<file path="src/rtl/excp_redirect_ctrl_pkg.sv">
// Shared types and constants for the exception/redirect sequencing controller.
// Latency: n/a (declarations only).
// Backpressure: n/a.
package excp_redirect_ctrl_pkg;

   // Default exception code width (estat.ecode)
   localparam int ECODE_W = 6;

   // Stage bit positions inside the stall vector
   localparam int STG_PC_REG  = 0;
   localparam int STG_IF_BUF1 = 1;
   localparam int STG_IF_ID   = 2;
   localparam int STG_ID_EX   = 3;
   localparam int STG_EX_MEM  = 4;
   localparam int STG_MEM_WB  = 5;
   localparam int STG_CTRL    = 6;
   localparam int NUM_STG     = 7;

   // Stall vectors: a requesting stage freezes itself and everything upstream
   localparam logic [NUM_STG-1:0] STALL_NONE = 7'b0000000;
   localparam logic [NUM_STG-1:0] STALL_ID   = 7'b0001111;
   localparam logic [NUM_STG-1:0] STALL_EX   = 7'b0011111;
   localparam logic [NUM_STG-1:0] STALL_MEM  = 7'b0111111;
   localparam logic [NUM_STG-1:0] STALL_ALL  = 7'b1111111;

   // Sequencer states
   typedef enum logic [1:0] {
      ST_RUN      = 2'd0,
      ST_DRAIN    = 2'd1,
      ST_REDIRECT = 2'd2,
      ST_RECOVER  = 2'd3
   } state_e;

endpackage

</file>
<file path="src/rtl/excp_redirect_ctrl_stall_prio_enc.sv">
// Normal-operation stall priority encoder: the deepest requesting stage wins.
// Latency: combinational.
// Backpressure: none; pure decode of the three stall requests.
module excp_redirect_ctrl_stall_prio_enc
   import excp_redirect_ctrl_pkg::*;
(
   input  logic               stallreq_id_i,
   input  logic               stallreq_ex_i,
   input  logic               stallreq_mem_i,
   output logic [NUM_STG-1:0] stall_o
);

   // MEM outranks EX outranks ID, since a deeper stall covers the shallower ones
   always_comb begin
      stall_o = STALL_NONE;
      if (stallreq_mem_i) begin
         stall_o = STALL_MEM;
      end else if (stallreq_ex_i) begin
         stall_o = STALL_EX;
      end else if (stallreq_id_i) begin
         stall_o = STALL_ID;
      end
   end

endmodule

</file>
<file path="src/rtl/excp_redirect_ctrl.sv">
// Pipeline stall/flush/redirect sequencer: freezes on exception/ERTN, drains stores, redirects.
// Latency: redirect strobe 1 cycle after the event, plus one cycle per DRAIN cycle.
// Backpressure: mem_busy_i holds the sequence in DRAIN up to DRAIN_MAX cycles.
module excp_redirect_ctrl #(
   parameter int RECOVER_CYCLES = 2,
   parameter int DRAIN_MAX      = 64,
   parameter int ECODE_W        = excp_redirect_ctrl_pkg::ECODE_W
) (
   input  logic               clk,
   input  logic               rst_n,
   input  logic               stallreq_id_i,
   input  logic               stallreq_ex_i,
   input  logic               stallreq_mem_i,
   input  logic               excp_valid_i,
   input  logic [ECODE_W-1:0] excp_code_i,
   input  logic [31:0]        excp_pc_i,
   input  logic               ertn_valid_i,
   input  logic [31:0]        eentry_i,
   input  logic [31:0]        era_i,
   input  logic               mem_busy_i,
   output logic [6:0]         stall_o,
   output logic               flush_o,
   output logic               redirect_valid_o,
   output logic [31:0]        redirect_pc_o,
   output logic               csr_excp_we_o,
   output logic [31:0]        csr_era_o,
   output logic [ECODE_W-1:0] csr_ecode_o,
   output logic               drain_timeout_o
);

   import excp_redirect_ctrl_pkg::*;

   // One counter serves both DRAIN and RECOVER; it is cleared on entry to either
   localparam int CNT_MAX = (DRAIN_MAX > RECOVER_CYCLES) ? DRAIN_MAX : RECOVER_CYCLES;
   localparam int CNT_W   = (CNT_MAX < 1) ? 1 : $clog2(CNT_MAX + 1);
   localparam logic [CNT_W-1:0] DRAIN_LAST   = CNT_W'((DRAIN_MAX > 0) ? DRAIN_MAX - 1 : 0);
   localparam logic [CNT_W-1:0] RECOVER_LAST = CNT_W'((RECOVER_CYCLES > 0) ? RECOVER_CYCLES - 1 : 0);

   state_e               state_q, state_d;
   logic [CNT_W-1:0]     cnt_q, cnt_d;
   logic [31:0]          target_q, target_d;
   logic                 is_excp_q, is_excp_d;
   logic [31:0]          pc_q, pc_d;
   logic [ECODE_W-1:0]   code_q, code_d;
   logic [31:0]          redirect_pc_q;
   logic                 timeout_q, timeout_d;
   logic [NUM_STG-1:0]   stall_run;
   logic                 event_vld;

   excp_redirect_ctrl_stall_prio_enc u_stall_prio_enc (
      .stallreq_id_i  (stallreq_id_i),
      .stallreq_ex_i  (stallreq_ex_i),
      .stallreq_mem_i (stallreq_mem_i),
      .stall_o        (stall_run)
   );

   assign event_vld = excp_valid_i | ertn_valid_i;

   // Next-state and output decode; stall/event inputs only matter in RUN
   always_comb begin
      state_d          = state_q;
      cnt_d            = cnt_q;
      target_d         = target_q;
      is_excp_d        = is_excp_q;
      pc_d             = pc_q;
      code_d           = code_q;
      timeout_d        = timeout_q;
      stall_o          = STALL_NONE;
      flush_o          = 1'b0;
      redirect_valid_o = 1'b0;
      csr_excp_we_o    = 1'b0;
      case (state_q)
         ST_RUN: begin
            stall_o = stall_run;
            if (event_vld) begin
               stall_o   = STALL_ALL;
               // Exception beats a simultaneous ERTN; the ERTN is simply dropped
               is_excp_d = excp_valid_i;
               target_d  = excp_valid_i ? eentry_i : era_i;
               pc_d      = excp_pc_i;
               code_d    = excp_code_i;
               cnt_d     = '0;
               state_d   = mem_busy_i ? ST_DRAIN : ST_REDIRECT;
            end
         end
         ST_DRAIN: begin
            stall_o = STALL_ALL;
            cnt_d   = cnt_q + 1'b1;
            if (!mem_busy_i) begin
               state_d = ST_REDIRECT;
            end else if (cnt_q == DRAIN_LAST) begin
               // Bus never went idle: give up waiting and flag it
               timeout_d = 1'b1;
               state_d   = ST_REDIRECT;
            end
         end
         ST_REDIRECT: begin
            flush_o          = 1'b1;
            redirect_valid_o = 1'b1;
            csr_excp_we_o    = is_excp_q;
            cnt_d            = '0;
            state_d          = (RECOVER_CYCLES > 0) ? ST_RECOVER : ST_RUN;
         end
         ST_RECOVER: begin
            flush_o = 1'b1;
            if (cnt_q == RECOVER_LAST) begin
               state_d = ST_RUN;
            end else begin
               cnt_d = cnt_q + 1'b1;
            end
         end
         default: begin
            state_d = ST_RUN;
         end
      endcase
   end

   // State and latched-event registers with synchronous active-low reset
   always_ff @(posedge clk) begin
      if (!rst_n) begin
         state_q       <= ST_RUN;
         cnt_q         <= '0;
         target_q      <= '0;
         is_excp_q     <= 1'b0;
         pc_q          <= '0;
         code_q        <= '0;
         redirect_pc_q <= '0;
         timeout_q     <= 1'b0;
      end else begin
         state_q   <= state_d;
         cnt_q     <= cnt_d;
         target_q  <= target_d;
         is_excp_q <= is_excp_d;
         pc_q      <= pc_d;
         code_q    <= code_d;
         timeout_q <= timeout_d;
         // Load only when entering REDIRECT so the target holds at all other times
         if (state_d == ST_REDIRECT) begin
            redirect_pc_q <= target_d;
         end
      end
   end

   assign redirect_pc_o   = redirect_pc_q;
   assign drain_timeout_o = timeout_q;
   assign csr_era_o       = csr_excp_we_o ? pc_q : 32'h0;
   assign csr_ecode_o     = csr_excp_we_o ? code_q : '0;

endmodule

</file>
<file path="config.mk">
export PLATFORM = sky130hd
export DESIGN_NAME = excp_redirect_ctrl
export DESIGN_NICKNAME = d
export VERILOG_FILES = /design/src/rtl/excp_redirect_ctrl_pkg.sv /design/src/rtl/excp_redirect_ctrl_stall_prio_enc.sv /design/src/rtl/excp_redirect_ctrl.sv
export SDC_FILE = /design/constraint.sdc
export NUM_CORES = 1
export LEC_CHECK = 0
export CAP_MARGIN = 0
export CORE_AREA = 5 5 129 131
export CTS_BUF_LIST = sky130_fd_sc_hd__clkbuf_16
export DETAILED_ROUTE_END_ITERATION = 12
export DIE_AREA = 0 0 134 136
export SYNTH_ARGS = -nofsm -noshare
export SYNTH_HDL_FRONTEND = slang
export SYNTH_SLANG_ARGS = --single-unit
</file>
<file path="constraint.sdc">
create_clock -name clk -period 2.9 [get_ports clk]
set_clock_uncertainty 0.1 [all_clocks]
set_input_delay 0.58 -clock clk [delete_from_list [all_inputs] [get_ports clk]]
set_output_delay 0.58 -clock clk [all_outputs]
set_load 0.005 [all_outputs]
</file>
-- Word-level counts from Yosys, hierarchy flattened
Cells that the tools add are included.
- logic and storage cells: 45
- flip-flop bits (word level): 113
- output and inout bits: 81
- bits in latches: 0
- bits in writable memories: 0
- bits in read-only memories: 0
- memories: 0
- bits of input ports: 110
- div/mod/pow operators: 0
- add/sub/neg operators: 1
- multiplexer cells: 22
- reduce and logical (&&, ||, !) cells: 5
- shifts and indexed selects: 0
- bitwise operators: 1
- multiply operators: 0
- eq/ne operators: 8
- order comparisons: 0
- operators by type and width (kind ; number):
    32-bit 2-to-1 mux ; 4
    7-bit 2-to-1 mux ; 5
    7-bit case mux with 4 select lines ; 1
    7-bit case mux with 2 select lines ; 1
    2-bit 2-to-1 mux ; 5
    2-bit case mux with 4 select lines ; 1
    7-bit by 1-bit adder with 7-bit output, second input constant ; 1
    7-bit by 1-bit == test with 1-bit output, second input constant ; 1
    7-bit by 6-bit == test with 1-bit output, second input constant ; 1
    2-bit == test, second input constant ; 3
    6-bit 2-to-1 mux ; 1
    4-bit 2-to-1 mux ; 1
    2-bit != test, second input constant ; 2
    2-bit AND reduction ; 2
    1-bit 2-to-1 mux ; 3
    3-bit AND reduction ; 1
    2-bit by 1-bit == test with 1-bit output, second input constant ; 1
    2-bit zero test ; 1
    2-bit OR reduction ; 1
    1-bit bitwise OR ; 1

-- Logic depth before layout (Yosys ltp)
Gate-level depths: netlist of run 1.
- depth in word-level cells: 5
- mapped depth: 9
- depth with buffers taken out: 6

-- Cells and area by module
Synthesis of run 1 repeated with hierarchy kept, for this count alone.
- cell total of the unflattened synthesis: 640
- area total of the unflattened synthesis: 5495.3 um2
- by module, submodules not included (module ; cells each ; area an instance (um2) ; times used ; sequential area each (um2)):
    excp_redirect_ctrl ; 632 ; 5441.5 ; 1 ; 2262.2
    excp_redirect_ctrl_stall_prio_enc ; 8 ; 53.8 ; 1 ; 0.0

-- Least setup slack after synthesis of run 1
Ideal clock, no wire load.
- path kind: input port to output port
- start: input excp_valid_i
- end: output stall_o[1]
- slack: 0.360 ns
- stages on the path: 7
- path buffers: 4
- data arrival time: 1.860 ns
- data required time: 2.220 ns
- path through: buf_2 -> or2_1 -> buf_2 -> clkbuf_1 -> nor3_1 -> a21oi_1 -> buf_4
- word-level cells in the longest chain between the ends: 3
- ends and longest elaborated chain (item ; line ; source):
    start: declaration ; excp_redirect_ctrl.sv:14 ; input logic excp_valid_i,
    1-bit bitwise OR ; excp_redirect_ctrl.sv:57 ; assign event_vld = excp_valid_i | ertn_valid_i;
    7-bit 2-to-1 mux ; excp_redirect_ctrl.sv:75 ; if (event_vld) begin
    7-bit case mux with 2 select lines ; excp_redirect_ctrl.sv:72 ; case (state_q)
    end: declaration ; excp_redirect_ctrl.sv:21 ; output logic [6:0] stall_o,
No other way between the ends.

-- Final worst setup path of run 1
- start: input ertn_valid_i
- end: output stall_o[2]
- word-level cells in the longest chain between the ends: 3
- ends and longest elaborated chain (item ; line ; source):
    start: declaration ; excp_redirect_ctrl.sv:17 ; input logic ertn_valid_i,
    1-bit bitwise OR ; excp_redirect_ctrl.sv:57 ;
    7-bit 2-to-1 mux ; excp_redirect_ctrl.sv:75 ;
    7-bit case mux with 2 select lines ; excp_redirect_ctrl.sv:72 ;
No other way between the ends.

==> results of run 1 <==
## power groups by stage
stage                     Sequential, mW  Combinational, mW  Clock [mW]
after global placement              1.81              0.914           0
final                               1.78              0.928        1.88
after floorplan                     1.80              0.551           0
after detailed placement            1.81              0.936           0
after CTS                           1.78              0.940        1.93
after global routing                1.80               1.02        1.99
## cells in the final DEF (no fill, tap or decap), drive strengths merged, types with 2 or more instances in the layout
cell type | Yosys | layout
a211oi | 32 | 32
a21oi | 75 | 75
a311oi | 3 | 3
a41oi | 2 | 2
and2 | 34 | 34
and3 | 38 | 38
buf | 24 | 17
bufinv | 0 | 2
clkbuf | 30 | 17
clkdlybuf4s50 | 0 | 189
clkinv | 0 | 7
dfxtp | 113 | 113
ha | 2 | 2
inv | 5 | 11
mux2 | 33 | 33
mux2i | 33 | 33
nand2 | 83 | 83
nand3 | 3 | 3
nor2 | 10 | 10
nor4 | 2 | 2
o21a | 4 | 4
o21ai | 3 | 3
## registers in the layout, indices dropped and copies added, names as in the netlist
register and flops:
cnt_q 7, code_q 6, drain_timeout_o 1, is_excp_q 1, pc_q 32, redirect_pc_o 32
state_q 2, target_q 32
## worst min-delay path, delay by kind of cell, from the launching register on
family	cells	cell delay, ns
DFF	1	0.30
and+or+nand+nor	1	0.05
AOI/OAI and AO/OA	1	0.05
## path summary, 6_finish.rpt
check	from	end	slack [ns]	cells past startpoint
hold reg to reg	pc_q[20]$_SDFFE_PN0P_	pc_q[20]$_SDFFE_PN0P_	0.35	2
hold / removal	pc_q[20]$_SDFFE_PN0P_	pc_q[20]$_SDFFE_PN0P_	0.35	2
setup / recovery	ertn_valid_i	stall_o[2]	0.13	5
setup reg to reg	cnt_q[0]$_SDFFE_PN0P_	redirect_pc_o[0]$_SDFFE_PN0N_	0.56	6
## layer usage
| metal | vias to the layer above | global-route usage (%) |
|---|---|---|
| li1 | 2244 | - |
| met1 | 2114 | 20.54 |
| met2 | 186 | 26.08 |
| met3 | 23 | 5.996 |
| met4 | 2 | 6.457 |
| met5 | - | 0 |
## cell families after synthesis
family / Yosys count / synth area share [%]
flip-flops: 113 / 43.39
AND/OR/NAND/NOR: 179 / 17.40
adder cells (fa/ha/maj): 2 / 0.4799
AO/OA/AOI/OAI: 125 / 17.14
buffers and inverters: 59 / 6.047
multiplexers: 66 / 15.55
## through the flow
| step | area [um^2] | cells | hold slack [ns] | util, % | setup slack [ns] |
|---|---|---|---|---|---|
| global placement | 7226 | 888 | 0.3372 | 46.67 | 0.08622 |
| floorplan | 5214 | 544 | 0.3319 | - | 0.3595 |
| detailed placement | 7226 | 888 | 0.3445 | 46.67 | 0.03589 |
| finish | 7770 | 920 | 0.3497 | 50.19 | 0.1259 |
| CTS | 7765 | 920 | 0.3515 | 50.15 | 0.03528 |
| global route | 7770 | 920 | 0.3692 | 50.19 | 0.05423 |
## area by class of cell
type	instances	share of cell area (%)
timing repair buffer	206	26.44
clock buffer	17	5.475
tap	192	3.092
sequential	113	29.11
multi-input combinational	372	34.15
inverter	5	0.2576
clock inverter	15	1.465
==> impl_metrics.ini, run 1 <==
[sta]
timing.fmax_mhz = 360.5
maxSlewViolCount = 0
fin_crit_ns = 2.774
relSlewSlack_pct = 62.23
finalCritPeriodShare_pct = 95.66
worst_pin_slew_ns = 0.5665
rsz0062_at_grt = false
hold_viol_final = 0
setup_tns_ns = 0
setup_violations = 0

[yosys]
ys_types = 45
synth_nets = 656
synthArstFlopShare_pct = 0
synth_edf_count = 0
syn-cell-area_um2 = 5214
yosysSeqAreaShare_pct = 43.39
synth_ff_type = dfxtp_1
post_synth.cell_area_avg_um2 = 9.584
synth_area_leaders = dfxtp_1 (43%), mux2_4 (8.4%), a21oi_1 (7.2%)
synth_common_cells = dfxtp_1 (113), nand2_1 (82), a21oi_1 (75), and3_1 (38), and2_1 (34)
yosysTopAreaCell = dfxtp_1
syn_inst = 544
synth_seq_cells = 113
synth_top_cell_area_share_pct = 43.39
yosysMostFrequentCell = dfxtp_1
yosysWarnings = 0

[clock_tree]
cts_tree = built
cts_sinks = 113
clockBufferDepth = 2
cts_max_level = 4
numCtsBuffers = 17
clk_latency_ns = 0.41
clkSlewWorstSetupHoldPaths_ns = 0.05
cts_resized = 0
clockRootBuffer = clkbuf_16
holdBufCountCts = 0
post-cts-setup-buffers = 0

[finish]
nFillCells = 1428
regArea_um2 = 2262
multi_input_area_um2 = 2654
syn_to_final_growth_pct = 49.03
diodes = 0
layout.nets = 827
drive_gt1_share_pct = 14.70

[detailed_routing]
dr_wl_met3_mm = 1.313
routed_via_density = 4.966
drt_iter0_drc = 161
met2_length_mm = 6.596
drc = 0
ant_nets = 0
drt-met1-wl_mm = 6.756
first_pass_iters = 4
finalWirelength_mm = 14.92
route.vias.total = 4569
dr.max_layer_used = met5
wl_per_cell_um = 16.22

[power_and_ir_drop]
netSwitchingFraction_pct = 25.41
seq_power_share_pct = 38.8
switching_power_mw = 1.166
intPower_mw = 3.424
p_leak_nw = 3.233
clockPowerShare_pct = 41.0
finalPower_mw = 4.591
combPwrFrac_pct = 20.2
vdd_drop_max_uv = 422.7
power.density_nw_per_um2 = 590.8

[worst_setup_path]
crit_chain = clkdlybuf4s50_1, or2_1, nor3_2, a21oi_1, clkdlybuf4s50_1
cp_common_cell = clkdlybuf4s50_1
cp-end-kind = primary output
critPathMaxFanout = 4
cpMaxStageDelayCell = clkdlybuf4s50_1
cp-start-kind = input pin
slowest_delay_ns = 0.56
cp_num_buf_inv = 2
crit_arrival_ns = 2.09
critPathKind = input pin to primary output
critical_path_required_ns = 2.22
cp_top_family = buffers and inverters

[die]
io_pins = 191
fp.dieH_um = 136
dieArea_um2 = 18220
start_util_pct = 33.68
rows = 46
dieWidth_um = 134
core_um2 = 15480

[grt]
grt_usage_pct = 16.49
antenna_found_initial = 1
grt_pass1_vias = 4781
overflow = 0
grt_pass1_wl_mm = 24.07
grt_max_degree = 41

[placement]
place.gp.congestion = 0.8020
dpl.hpwl_mm = 10.28
io_buffers = 190

[job]
drv_cap = 0

[hold_path]
hp-class = register to register

[run_status]
status = finished, final reports clean
(Power assumes the default switching activity.)
==> inputs of run 2 (changes only) <==
--- a/config.mk
+++ b/config.mk
@@ -6,10 +6,11 @@
 export NUM_CORES = 1
 export LEC_CHECK = 0
 export CAP_MARGIN = 0
-export CORE_AREA = 5 5 129 131
+export CORE_AREA = 5 5 114 116
 export CTS_BUF_LIST = sky130_fd_sc_hd__clkbuf_16
 export DETAILED_ROUTE_END_ITERATION = 12
-export DIE_AREA = 0 0 134 136
+export DIE_AREA = 0 0 119 121
+export PLACE_DENSITY = 0.8
 export SYNTH_ARGS = -nofsm -noshare
 export SYNTH_HDL_FRONTEND = slang
 export SYNTH_SLANG_ARGS = --single-unit
==> run 2 against run 1 <==
Against the previous run:
- final cell count decreased by 5.2%
- non-clock buffer count decreased by 1
- power increased by 1.0%
- fmax decreased by 0.79%
- global-route usage increased by 4.0 points
- hold slack got worse by 0.0022 ns
- clock-buffer cell count unchanged
- core utilization increased by 15 points
- critical path type unchanged
- largest cell class unchanged
- highest routed layer is now met4
==> impl_metrics.ini, run 2 (same netlist as run 1, synthesis figures left out) <==
[clock_tree]
cts_tree = built
clk_latency_ns = 0.41
clockRootBuffer = clkbuf_16
cts_sinks = 113
cts_max_level = 4
holdBufCountCts = 0
numCtsBuffers = 17
clockBufferDepth = 2
clkSlewWorstSetupHoldPaths_ns = 0.05

[finish]
regArea_um2 = 2263
drive_gt1_share_pct = 15.59
multi_input_area_um2 = 2661
nFillCells = 935
diodes = 0
fin_util_pct = 65.67
fin_area_um2 = 7756
layout_commonest_cell = clkdlybuf4s50_1
syn_to_final_growth_pct = 48.76
final_cell_mix = clkdlybuf4s50_1 (189), dfxtp_1 (112), nand2_1 (82)
stdcell_count = 872
layout.nets = 826

[die]
core_um2 = 11810
dieArea_um2 = 14400
dieWidth_um = 119
fp.dieH_um = 121
io_pins = 191
rows = 40
start_util_pct = 44.14

[sta]
setup_violations = 0
timing.fmax_mhz = 357.6
holdWs_ns = 0.3476
layout_setup_ws_ns = 0.1037
hold_viol_final = 0
maxSlewViolCount = 0
worst_pin_slew_ns = 0.5671
fin_crit_ns = 2.796
finalCritPeriodShare_pct = 96.42
setup_tns_ns = 0
relSlewSlack_pct = 62.19
rsz0062_at_grt = true

[worst_setup_path]
crit_chain = clkdlybuf4s50_1, or2_4, buf_12, nor2_1, nor2_1, clkdlybuf4s50_1
cp_top_family = buffers and inverters
critPathKind = input pin to primary output
cp_num_buf_inv = 3
crit_arrival_ns = 2.12
slowest_delay_ns = 0.52
cp-end-kind = primary output
cp-start-kind = input pin
critPathMaxFanout = 18
critical_path_required_ns = 2.22
cpMaxStageDelayCell = clkdlybuf4s50_1

[grt]
grt_pass1_vias = 4634
grt_pass1_wl_mm = 23.81
grt_usage_pct = 20.45
overflow = 0
antenna_found_initial = 0
grt_max_degree = 80

[placement]
dpl.hpwl_mm = 9.951
pre_cts_slack_ns = -0.05367
io_buffers = 190
place.gp.congestion = 0.7984
detailed_place.area_um2 = 7148
placed_cells = 841

[run_status]
status = finished, final reports clean

[detailed_routing]
ant_nets = 0
drt_iter0_drc = 321
drc = 0
routed_via_density = 5.298
first_pass_iters = 4
route.vias.total = 4620
finalWirelength_mm = 14.68
wl_per_cell_um = 16.84

[hold_path]
hp-class = register to register

[job]
drv_cap = 0

[power_and_ir_drop]
p_leak_nw = 3.213
power.density_nw_per_um2 = 597.9
finalPower_mw = 4.637
vdd_drop_max_uv = 300.1
## run 2: routing by layer
metal	vias to the layer above	part of all wire [%]	global-route usage (%)	routed length (um)
met3	8	8.2	7.739	1208
met4	0	0.78	7.169	114
met5	-	0	0	0
met2	194	47	31.90	6892
li1	2238	-	-	-
met1	2180	44	25.88	6465
## run 2: timing repair
item | 4_1_cts | 5_1_grt
resized for setup | 4 | 5
setup buffers | 0 | 0
setup endpoints to repair | 9 | 7
cloned | 0 | 1
## run 2: area by class of cell
class                   count  area share (%)
flip-flops and latches    113           29.18
multi-input cells         372           34.31
well taps                 147           2.371
repair buffers            205           26.83
inverters                   5          0.2420
clock buffers              17           5.485
clock inverters            13           1.581
## run 2: tightest hold or removal path: cells and delay by family, from the launching register on
family / cells / cell delay [ns]
AOI/OAI and AO/OA: 1 / 0.05
and+or+nand+nor: 1 / 0.05
DFF: 1 / 0.30
## run 2: final timing paths
| kind | startpoint | to | slack, ns | cells past startpoint |
|---|---|---|---|---|
| setup / recovery | ertn_valid_i | stall_o[6] | 0.10 | 6 |
| hold / removal | pc_q[28]$_SDFFE_PN0P_ | pc_q[28]$_SDFFE_PN0P_ | 0.35 | 2 |
| setup reg to reg | cnt_q[0]$_SDFFE_PN0P_ | redirect_pc_o[1]$_SDFFE_PN0N_ | 0.52 | 6 |
| hold reg to reg | pc_q[28]$_SDFFE_PN0P_ | pc_q[28]$_SDFFE_PN0P_ | 0.35 | 2 |
## run 2: where the power goes
part | total [mW] | switching [mW] | internal, mW | leakage, nW
logic | 0.934 | 0.444 | 0.490 | 2.02
registers | 1.79 | 0.0733 | 1.72 | 0.930
clock network | 1.91 | 0.680 | 1.23 | 0.263
